<file path="src/rtl/edm_pulse_generator.sv">
// EDM discharge pulse timing: ignition, gap-breakdown detection, timed discharge and off period.
// Every output is registered from next-state values so it changes on the edge of the transition it belongs to.
module edm_pulse_generator #(
    parameter int          TICK_DIV     = 100,
    parameter logic [15:0] BRK_THRESH   = 16'd1200,
    parameter logic [15:0] SHORT_THRESH = 16'd300,
    parameter int          BRK_CONFIRM  = 4,
    parameter logic [15:0] OPEN_TIMEOUT = 16'd200,
    parameter logic [15:0] RAMP_STEP    = 16'd2
) (
    input  logic        clk,
    input  logic        rst,
    input  logic        is_machine,
    input  logic [15:0] Ton_data,
    input  logic [15:0] Toff_data,
    input  logic [15:0] Ip_data,
    input  logic [15:0] waveform_data,
    input  logic [15:0] sample_voltage,
    output logic [7:0]  PWM,
    output logic [1:0]  PWM_Q,
    output logic        pulse_start,
    output logic        pulse_done,
    output logic [1:0]  pulse_type
);

    typedef enum logic [1:0] {S_IDLE, S_IGNITE, S_DISCH, S_OFF} state_t;

    localparam logic [15:0] TICK_LAST = 16'(TICK_DIV - 1);
    localparam logic [15:0] CONFIRM_N = 16'(BRK_CONFIRM);

    state_t      state_q, state_d;
    logic [15:0] presc_q, presc_d;
    logic [15:0] tick_cnt_q, tick_cnt_d;
    logic [15:0] brk_cnt_q, brk_cnt_d;
    logic [15:0] ton_q, ton_d;
    logic [15:0] toff_q, toff_d;
    logic [3:0]  legs_q, legs_d;
    logic        ramp_q, ramp_d;
    logic [3:0]  ramp_legs_q, ramp_legs_d;
    logic [15:0] ramp_sub_q, ramp_sub_d;

    logic [7:0]  pwm_out_q, pwm_out_d;
    logic [1:0]  gate_q, gate_d;
    logic        start_q, start_d;
    logic        done_q, done_d;
    logic [1:0]  type_q, type_d;

    logic        tick, low, ip_ok, first_cyc, entry;
    logic [16:0] tick_cnt_inc;
    logic [15:0] brk_inc;
    logic        latch, short_hit, open_hit, brk_hit, dis_end;
    logic        unused_ok;

    function automatic logic [7:0] leg_mask(input logic [3:0] n);
        logic [8:0] m;
        m = (9'd1 << n) - 9'd1;
        return m[7:0];
    endfunction

    assign tick         = (presc_q == TICK_LAST);
    assign tick_cnt_inc = {1'b0, tick_cnt_q} + 17'd1;
    assign low          = (sample_voltage < BRK_THRESH);
    assign brk_inc      = low ? (brk_cnt_q + 16'd1) : 16'd0;
    assign ip_ok        = (Ip_data[3:0] != 4'd0);
    // Prescaler and tick count restart on every state entry, so both zero marks the first cycle.
    assign first_cyc    = (presc_q == 16'd0) && (tick_cnt_q == 16'd0);
    assign entry        = (state_d != state_q);
    assign unused_ok    = ^{Ip_data[15:4], waveform_data[15:2]};

    always_ff @(posedge clk) begin
        if (rst) begin
            state_q     <= S_IDLE;
            presc_q     <= '0;
            tick_cnt_q  <= '0;
            brk_cnt_q   <= '0;
            ton_q       <= '0;
            toff_q      <= '0;
            legs_q      <= '0;
            ramp_q      <= 1'b0;
            ramp_legs_q <= '0;
            ramp_sub_q  <= '0;
            pwm_out_q   <= '0;
            gate_q      <= '0;
            start_q     <= 1'b0;
            done_q      <= 1'b0;
            type_q      <= '0;
        end else begin
            state_q     <= state_d;
            presc_q     <= presc_d;
            tick_cnt_q  <= tick_cnt_d;
            brk_cnt_q   <= brk_cnt_d;
            ton_q       <= ton_d;
            toff_q      <= toff_d;
            legs_q      <= legs_d;
            ramp_q      <= ramp_d;
            ramp_legs_q <= ramp_legs_d;
            ramp_sub_q  <= ramp_sub_d;
            pwm_out_q   <= pwm_out_d;
            gate_q      <= gate_d;
            start_q     <= start_d;
            done_q      <= done_d;
            type_q      <= type_d;
        end
    end

    always_comb begin
        state_d   = state_q;
        latch     = 1'b0;
        short_hit = 1'b0;
        open_hit  = 1'b0;
        brk_hit   = 1'b0;
        dis_end   = 1'b0;
        if (!is_machine) begin
            state_d = S_IDLE;
        end else begin
            case (state_q)
                S_IDLE: begin
                    if (ip_ok) begin
                        latch   = 1'b1;
                        state_d = S_IGNITE;
                    end
                end
                S_IGNITE: begin
                    // Breakdown is tested before timeout so it wins a tie.
                    if (first_cyc && (sample_voltage < SHORT_THRESH)) begin
                        short_hit = 1'b1;
                        state_d   = S_OFF;
                    end else if (brk_inc == CONFIRM_N) begin
                        brk_hit = 1'b1;
                        state_d = S_DISCH;
                    end else if (tick && (tick_cnt_inc == {1'b0, OPEN_TIMEOUT})) begin
                        open_hit = 1'b1;
                        state_d  = S_OFF;
                    end
                end
                S_DISCH: begin
                    if (tick && (tick_cnt_inc == {1'b0, ton_q})) begin
                        dis_end = 1'b1;
                        state_d = S_OFF;
                    end
                end
                S_OFF: begin
                    if (tick && (tick_cnt_inc == {1'b0, toff_q})) begin
                        if (ip_ok) begin
                            latch   = 1'b1;
                            state_d = S_IGNITE;
                        end else begin
                            state_d = S_IDLE;
                        end
                    end
                end
                default: state_d = S_IDLE;
            endcase
        end
    end

    always_comb begin
        presc_d     = presc_q;
        tick_cnt_d  = tick_cnt_q;
        brk_cnt_d   = 16'd0;
        ton_d       = ton_q;
        toff_d      = toff_q;
        legs_d      = legs_q;
        ramp_d      = ramp_q;
        ramp_legs_d = ramp_legs_q;
        ramp_sub_d  = ramp_sub_q;

        if (entry || (state_q == S_IDLE)) begin
            presc_d    = 16'd0;
            tick_cnt_d = 16'd0;
        end else if (tick) begin
            presc_d    = 16'd0;
            tick_cnt_d = tick_cnt_inc[15:0];
        end else begin
            presc_d = presc_q + 16'd1;
        end

        if (!entry && (state_q == S_IGNITE)) begin
            brk_cnt_d = brk_inc;
        end

        if (latch) begin
            ton_d  = (Ton_data == 16'd0) ? 16'd1 : Ton_data;
            toff_d = (Toff_data == 16'd0) ? 16'd1 : Toff_data;
            legs_d = Ip_data[3] ? 4'd8 : Ip_data[3:0];
            ramp_d = (waveform_data[1:0] == 2'd1);
        end

        if (entry && (state_d == S_DISCH)) begin
            ramp_legs_d = 4'd1;
            ramp_sub_d  = 16'd0;
        end else if ((state_q == S_DISCH) && tick) begin
            if (({1'b0, ramp_sub_q} + 17'd1) == {1'b0, RAMP_STEP}) begin
                ramp_sub_d  = 16'd0;
                ramp_legs_d = (ramp_legs_q < legs_q) ? (ramp_legs_q + 4'd1) : ramp_legs_q;
            end else begin
                ramp_sub_d = ramp_sub_q + 16'd1;
            end
        end
    end

    always_comb begin
        pwm_out_d = 8'd0;
        gate_d    = 2'b00;
        start_d   = brk_hit;
        done_d    = short_hit | open_hit | dis_end;
        type_d    = short_hit ? 2'd2 : (open_hit ? 2'd1 : 2'd0);
        case (state_d)
            S_IGNITE: gate_d = 2'b01;
            S_DISCH: begin
                gate_d    = 2'b10;
                pwm_out_d = leg_mask(ramp_q ? ramp_legs_d : legs_q);
            end
            default: gate_d = 2'b00;
        endcase
    end

    assign PWM         = pwm_out_q;
    assign PWM_Q       = gate_q;
    assign pulse_start = start_q;
    assign pulse_done  = done_q;
    assign pulse_type  = type_q;

endmodule

</file>
<file path="config.mk">
export PLATFORM = sky130hd
export DESIGN_NAME = edm_pulse_generator
export DESIGN_NICKNAME = d
export VERILOG_FILES = /design/src/rtl/edm_pulse_generator.sv
export SDC_FILE = /design/constraint.sdc
export NUM_CORES = 1
export LEC_CHECK = 0
export CORE_MARGIN = 3
export CORE_UTILIZATION = 46
export CTS_CLUSTER_SIZE = 16
export DETAILED_ROUTE_END_ITERATION = 10
export PLACE_DENSITY = 0.68
export SLEW_MARGIN = 20
export SYNTH_ARGS = -nofsm -noshare
export SYNTH_HDL_FRONTEND = slang
export SYNTH_SLANG_ARGS = --single-unit
</file>
<file path="constraint.sdc">
create_clock -name clk -period 4.6 [get_ports clk]
set_input_delay 0.69 -clock clk [delete_from_list [all_inputs] [get_ports clk]]
set_output_delay 0.69 -clock clk [all_outputs]
set_load 0.01 [all_outputs]
</file>
After elaboration in Yosys (flattened, before gate mapping)

Index checks and enable logic that the tools add are counted.

Output and inout port bits: 14
Bits in registers: 121
Word-level logic and storage cells: 107
Bits of input ports: 83

Reduce and logical (&&, ||, !) cells: 23
Muxes and demuxes: 38
Magnitude comparators: 3
$add $sub $neg: 7
Bitwise operators: 6
Shifts and indexed selects: 1
Equality and inequality tests: 13

Operators with widths:

| kind                                                          | number |
|---|---|
| logical NOT 16 bit                                            | 4 |
| two-way mux 16 bit                                            | 4 |
| adder 16 x 1 -> 16 bit (second input constant)                | 3 |
| adder 16 x 1 -> 17 bit (second input constant)                | 2 |
| == test 17 x 16 -> 1 bit                                      | 2 |
| two-way mux 4 bit                                             | 6 |
| == test 17 x 2 -> 1 bit (second input constant)               | 1 |
| == test 17 x 8 -> 1 bit (second input constant)               | 1 |
| two-way mux 1 bit                                             | 17 |
| == test 16 x 3 -> 1 bit (second input constant)               | 1 |
| == test 16 x 7 -> 1 bit (second input constant)               | 1 |
| less-than comparator 16 x 11 -> 1 bit (second input constant) | 1 |
| less-than comparator 16 x 9 -> 1 bit (second input constant)  | 1 |
| two-way mux 2 bit                                             | 8 |
| OR reduction 2 bit                                            | 5 |
| logical AND 1 bit                                             | 8 |
| one-hot mux 2 bit (4 select lines)                            | 1 |
| << shifter 1 x 4 -> 8 bit (first input constant)              | 1 |
| subtractor 8 x 1 -> 8 bit (second input constant)             | 1 |
| == test 2 x 1 -> 1 bit (second input constant)                | 3 |
| == test 2 bit (second input constant)                         | 3 |
| adder 4 x 1 -> 4 bit (second input constant)                  | 1 |
| less-than comparator 4 bit                                    | 1 |
| NOT 1 bit                                                     | 4 |
| 10 further kinds                                              | 11 |

Longest topological paths before layout

Depth after elaboration: 14
Gate-level depth with buffers: 19
Mapped depth without buffers: 17

Worst setup path before layout

Ideal clock, no wire load.

Kind: reg2reg
Start: reg tick_cnt_q[0]
End: reg pwm_out_q[6] (netlist: PWM[6])
Required time: 4.464 ns
Clock period less this slack: 3.762 ns
Stages on the path, launching flop included: 20
Path buffers: 2
Arrival time: 3.626 ns
Setup time: 0.136 ns
Path slack: 0.838 ns
Cell sequence: dfxtp_1 -> buf_2 -> inv_1 -> ha_1 -> xnor2_1 -> nand3_1 -> o21bai_1 -> or4b_4 -> nor4b_4 -> a21oi_1 -> nand4b_4 -> o2111ai_1 -> buf_2 -> and2_1 -> a32oi_1 -> ha_1 -> nand2_1 -> a31oi_1 -> a311oi_1 -> a211oi_1

Word-level cells in the longest chain between the ends: 14
Elaborated cells on any way between the ends: 26
Classes of those cells: 2 x add/sub; 5 x eq/ne; 1 x shift; 9 x mux; 1 x bitwise; 8 x reduce/logical

RTL lines:

| element                                                | line         | RTL |
|---|---|---|
| start, declared                                        | 33           | `logic [15:0] tick_cnt_q, tick_cnt_d;` |
| start signal, assigned                                 | 90           | `tick_cnt_q <= tick_cnt_d;` |
| adder 16 x 1 -> 17 bit (*)                             | 61           | `assign tick_cnt_inc = {1'b0, tick_cnt_q} + 17'd1;` |
| via tick_cnt_inc[0]                                    | 49           | `logic [16:0] tick_cnt_inc;` |
| == test 17 x 8 -> 1 bit                                | 131          | `end else if (tick && (tick_cnt_inc == {1'b0, OPEN_TIMEOUT})) begin` |
| logical AND 1 bit                                      | 131          |  |
| two-way mux 2 bit                                      | 131          |  |
| two-way mux 2 bit                                      | 128          | `end else if (brk_inc == CONFIRM_N) begin` |
| two-way mux 2 bit                                      | 125          | `if (first_cyc && (sample_voltage < SHORT_THRESH)) begin` |
| one-hot mux 2 bit (4 select lines) (*)                 | 116          | `case (state_q)` |
| two-way mux 2 bit (*)                                  | 113          | `if (!is_machine) begin` |
| inequality test 2 bit or == test 2 bit (tied branches) | 67, 189, 208 |  |
| logical AND 1 bit                                      | 189          | `if (entry && (state_d == S_DISCH)) begin` |
| two-way mux 4 bit                                      | 189          |  |
| two-way mux 4 bit                                      | 212          | `pwm_out_d = leg_mask(ramp_q ? ramp_legs_d : legs_q);` |
| << shifter 1 x 4 -> 8 bit                              | 56           | `m = (9'd1 << n) - 9'd1;` |
| subtractor 8 x 1 -> 8 bit                              | 56           |  |
| end signal, assigned                                   | 98           | `pwm_out_q <= pwm_out_d;` |
| end, declared                                          | 42           | `logic [7:0] pwm_out_q, pwm_out_d;` |

The timed path passes the listed nets; every way through them passes the cells marked *.
A chain may end at the register's enable or synchronous reset.

Final worst setup path

Start: reg tick_cnt_q[1]
End: reg pwm_out_q[6] (netlist: PWM[6])

Word-level cells in the longest chain between the ends: 14
Elaborated cells on any way between the ends: 26
Classes of those cells: 2 x add/sub; 5 x eq/ne; 1 x shift; 9 x mux; 1 x bitwise; 8 x reduce/logical

RTL lines:

| element                                                | line |
|---|---|
| adder 16 x 1 -> 17 bit                                 | 61 |
| == test 17 x 8 -> 1 bit                                | 131 |
| logical AND 1 bit                                      | 131 |
| two-way mux 2 bit                                      | 131 |
| two-way mux 2 bit                                      | 128 |
| two-way mux 2 bit                                      | 125 |
| one-hot mux 2 bit (4 select lines) (*)                 | 116 |
| two-way mux 2 bit (*)                                  | 113 |
| inequality test 2 bit or == test 2 bit (tied branches) | 67, 189, 208 |
| logical AND 1 bit                                      | 189 |
| two-way mux 4 bit                                      | 189 |
| two-way mux 4 bit                                      | 212 |
| << shifter 1 x 4 -> 8 bit                              | 56 |
| subtractor 8 x 1 -> 8 bit                              | 56 |

Every way passes the cells marked *; elsewhere a longest branch is shown, timed or not.

==> impl_metrics.sql <==
INSERT INTO impl_metrics (metric_group, metric, value, unit) VALUES
('detailed_routing', 'viasPerCell', '5.71', ''),
('placed_design', 'dpl.hpwl', '14100', 'um'),
('timing', 'rsz0062_at_grt', 'no', ''),
('power_and_ir_drop', 'p_sw', '615', 'uW'),
('setup_path', 'cp_max_fo', '15', ''),
('timing', 'report.final.slew_viol_count', '0', ''),
('floorplan', 'initial_core_util', '47.7', '%'),
('timing', 'layout_worst_path_cycle_share', '90.5', '%'),
('power_and_ir_drop', 'combPwrFrac', '9.4', '%'),
('timing', 'accumulated_negative_setup_slack', '0', 'ns'),
('placed_design', 'globalplace.congestion', '0.898', ''),
('power_and_ir_drop', 'power.share.sequential', '39.2', '%'),
('placed_design', 'dpl-instance-area', '8540', 'um^2'),
('detailed_routing', 'drt_first_iter_violations', '584', ''),
('synth', 'ys.warnings.count', '0', ''),
('timing', 'post-route-min-period', '4.16', 'ns'),
('synth', 'sequential_cell_area_fraction_in_the_yosys_report', '31.6', '%'),
('synth', 'postSynth.asyncResetShare', '0', '%'),
('clock_network', 'cts_buffers', '17', ''),
('setup_path', 'critical_path.slowest_cell', 'or4_1', ''),
('timing', 'timing.slew.headroom', '46.2', '%'),
('finish', 'antenna_cells', '0', ''),
('run', 'count_of_maximum_capacitance_violations', '0', ''),
('setup_path', 'arrival', '4.45', 'ns'),
('timing', 'setup_viol', '0', ''),
('timing', 'highest_clock_rate', '0.240', 'GHz'),
('setup_path', 'timing.critical_path.to_type', 'flip-flop', ''),
('timing', 'worst-slew-pin-transition', '0.797', 'ns'),
('floorplan', 'core_area', '16100', 'um^2'),
('clock_network', 'clk_transition_reported_paths', '0.05', 'ns'),
('detailed_routing', 'remaining_drc_errors', '0', ''),
('power_and_ir_drop', 'power_report.internal_total', '2.22', 'mW'),
('synth', 'synth_seq_cells', '121', ''),
('timing', 'finalHoldViolCount', '0', ''),
('detailed_routing', 'avgRoutedWirePerCell', '15.5', 'um'),
('finish', 'area_delta_synth_final', '20.5', '%'),
('global_routing', 'grt_pass1_vias', '6447', ''),
('floorplan', 'std_cell_rows', '46', ''),
('clock_network', 'cts_num_sinks', '121', ''),
('floorplan', 'floorplan.die.width', '135', 'um'),
('setup_path', 'crit_path_max_incr_delay', '0.53', 'ns'),
('clock_network', 'tritoncts', 'yes', ''),
('detailed_routing', 'postRouteWirelength', '19300', 'um'),
('worst_hold_path', 'hold_path_class', 'reg2reg', ''),
('timing', 'finClkSkew', '0.00764', 'ns'),
('finish', 'multi_input_area', '4880', 'um^2'),
('global_routing', 'gr-usage-all-layers', '21.5', '%'),
('synth', 'synthesis.area_per_instance', '7.97', 'um^2'),
('global_routing', 'globalRouteOverflowTotal', '0', ''),
('finish', 'final_core_utilization', '57.4', '%'),
('setup_path', 'timing.setup.critical_path_class', 'reg2reg', ''),
('setup_path', 'start_kind', 'flip-flop', ''),
('global_routing', 'grt_pass1_wl', '31900', 'um'),
('floorplan', 'boundaryPins', '97', ''),
('setup_path', 'required_time_of_the_critical_path', '4.89', 'ns'),
('floorplan', 'die-area', '18200', 'um^2'),
('power_and_ir_drop', 'switching_share', '21.7', '%'),
('outcome', 'outcome', 'complete, no violations', ''),
('detailed_routing', 'drtPass1Iterations', '6', ''),
('synth', 'synth_area', '7660', 'um^2'),
('clock_network', 'cts_hold_repair.buffers', '0', ''),
('clock_network', 'clk_latency', '0.42', 'ns'),
('global_routing', 'grt_antenna_before_repair', '0', ''),
('setup_path', 'path_buf_inv', '0', ''),
('power_and_ir_drop', 'clock_share_of_power', '51.5', '%'),
('power_and_ir_drop', 'powerDensity', '307', 'nW/um^2'),
('finish', 'drive_above_1_share', '9.34', '%'),
('power_and_ir_drop', 'ir_worst_vdd', '0.358', 'mV'),
('setup_path', 'crit_chain', 'ha_2 > nand3_4 > or3_1 > and2_1 > a211oi_1 > o2111ai_1 > or4_1 > o211a_2 > o2111ai_1 > and2_1 > a32oi_1 > ha_1 > nand2_1 > a31oi_1 > a311oi_1 > a211oi_1', ''),
('detailed_routing', 'dr_total_vias', '7106', ''),
('synth', 'synth-edff-count', '0', '');
[synth_stat cells, types with 12 or more instances]
library cell	count	area share [%]
dfxtp_1	121	32
nor3_1	31	2.0
xor2_1	40	4.6
or3_1	12	0.98
nor2_1	141	6.9
and3_1	12	0.98
nand2b_1	12	0.98
ha_1	16	2.6
a21oi_1	32	2.1
mux2i_1	35	4.6
nor4_1	23	1.9
nand4_1	22	1.8
nand3_1	39	2.5
inv_1	31	1.5
buf_2	17	1.1
and2_1	12	0.98
xnor2_1	63	7.2
nand2_1	74	3.6
clkbuf_1	32	1.6
a31oi_1	14	1.1
o21ai_0	18	1.2
[worst register-to-register path, cell delays in order, from the launching register on]
cell and delay [ns]:
dfxtp_1 0.44, ha_2 0.33, nand3_4 0.23, or3_1 0.46
and2_1 0.18, a211oi_1 0.27, o2111ai_1 0.17, or4_1 0.53
o211a_2 0.19, o2111ai_1 0.14, and2_1 0.22, a32oi_1 0.14
ha_1 0.26, nand2_1 0.06, a31oi_1 0.07, a311oi_1 0.28
a211oi_1 0.07
[final timing paths]
kind                 start    endpoint  cells past startpoint  slack, ns
max          tick_cnt_q[1]      PWM[6]                     16       0.44
min             presc_q[0]  presc_q[0]                      1       0.46
max reg2reg  tick_cnt_q[1]      PWM[6]                     16       0.44
min reg2reg     presc_q[0]  presc_q[0]                      1       0.46
[cell usage in the layout, fill, tap and decap left out, types with 6 or more instances in the layout]
master and count:
nand3_1 39, a311oi_1 7, or2_2 6, nand3b_1 7, nand2b_1 12, nand4_1 22, nor2_1 141, and4_1 9
o21ai_0 18, clkbuf_8 7, a211oi_1 10, inv_1 31, clkdlybuf4s50_1 68, buf_4 26, a21oi_1 32, a31oi_1 14
nor2b_1 10, or4_1 7, and3_1 12, or3_1 12, nor4_1 23, xnor2_1 63, mux2i_1 35, ha_1 15
clkbuf_16 17, nor3_1 30, nor2_2 10, xor2_1 40, and2_1 12, nand2_1 74, dfxtp_1 121
[through the flow]
step | hold WS [ns] | worst slack, ns | total power [mW] | std cells
2_1_floorplan | 0.430 | 0.838 | 1.29 | 961
3_3_place_gp | 0.442 | 0.325 | 1.39 | 1213
3_5_place_dp | 0.453 | 0.268 | 1.39 | 1213
4_1_cts | 0.461 | 0.294 | 2.86 | 1244
5_1_grt | 0.527 | 0.0259 | 2.94 | 1244
6_report | 0.463 | 0.435 | 2.83 | 1244
[repair_timing]
action,in CTS,in global routing
setup buffers,0,0
setup endpoints to repair,0,2
resized for setup,0,4
[sequential cells by signal (all words and copies together) (netlist names)]
signal	flops
PWM	8
PWM_Q	2
brk_cnt_q	16
legs_q	4
presc_q	16
pulse_done	1
pulse_start	1
pulse_type	2
ramp_legs_q	4
ramp_q	1
ramp_sub_q	16
state_q	2
tick_cnt_q	16
toff_q	16
ton_q	16
[metal layers]
layer / part of all wire, % / global-route usage, %
met1: 45 / 27.4
met2: 47 / 35.6
met3: 5.4 / 5.10
met4: 2.8 / 7.73
met5: 0 / 0
[layout make-up]
| type | count | area share (%) |
|---|---|---|
| Clock buffer | 25 | 5.70 |
| Multi-Input combinational cell | 751 | 52.9 |
| Tap cell | 216 | 2.93 |
| Inverter | 31 | 1.26 |
| Clock inverter | 6 | 1.44 |
| Timing Repair Buffer | 94 | 9.50 |
| Sequential cell | 121 | 26.3 |
[power groups by stage]
stage	registers [mW]	logic, mW	clock network [mW]
after floorplan	1.12	0.171	0
after global placement	1.13	0.262	0
after detailed placement	1.13	0.265	0
after CTS	1.11	0.266	1.48
after global routing	1.11	0.295	1.53
final	1.11	0.266	1.46
[logic make-up (layout without fill, tap and decap cells)]
kind of cell	Yosys count	in the layout	synth area share (%)
AOI/OAI and AO/OA	139	139	12.4
adders and majority gates	16	16	2.61
xor gates and xnor gates	104	104	12.1
DFF	121	121	31.6
buffers and inverters	89	156	5.00
muxes	36	36	4.72
and+or+nand+nor	456	456	31.6
No activity file was read; power rests on OpenSTA's default activity.
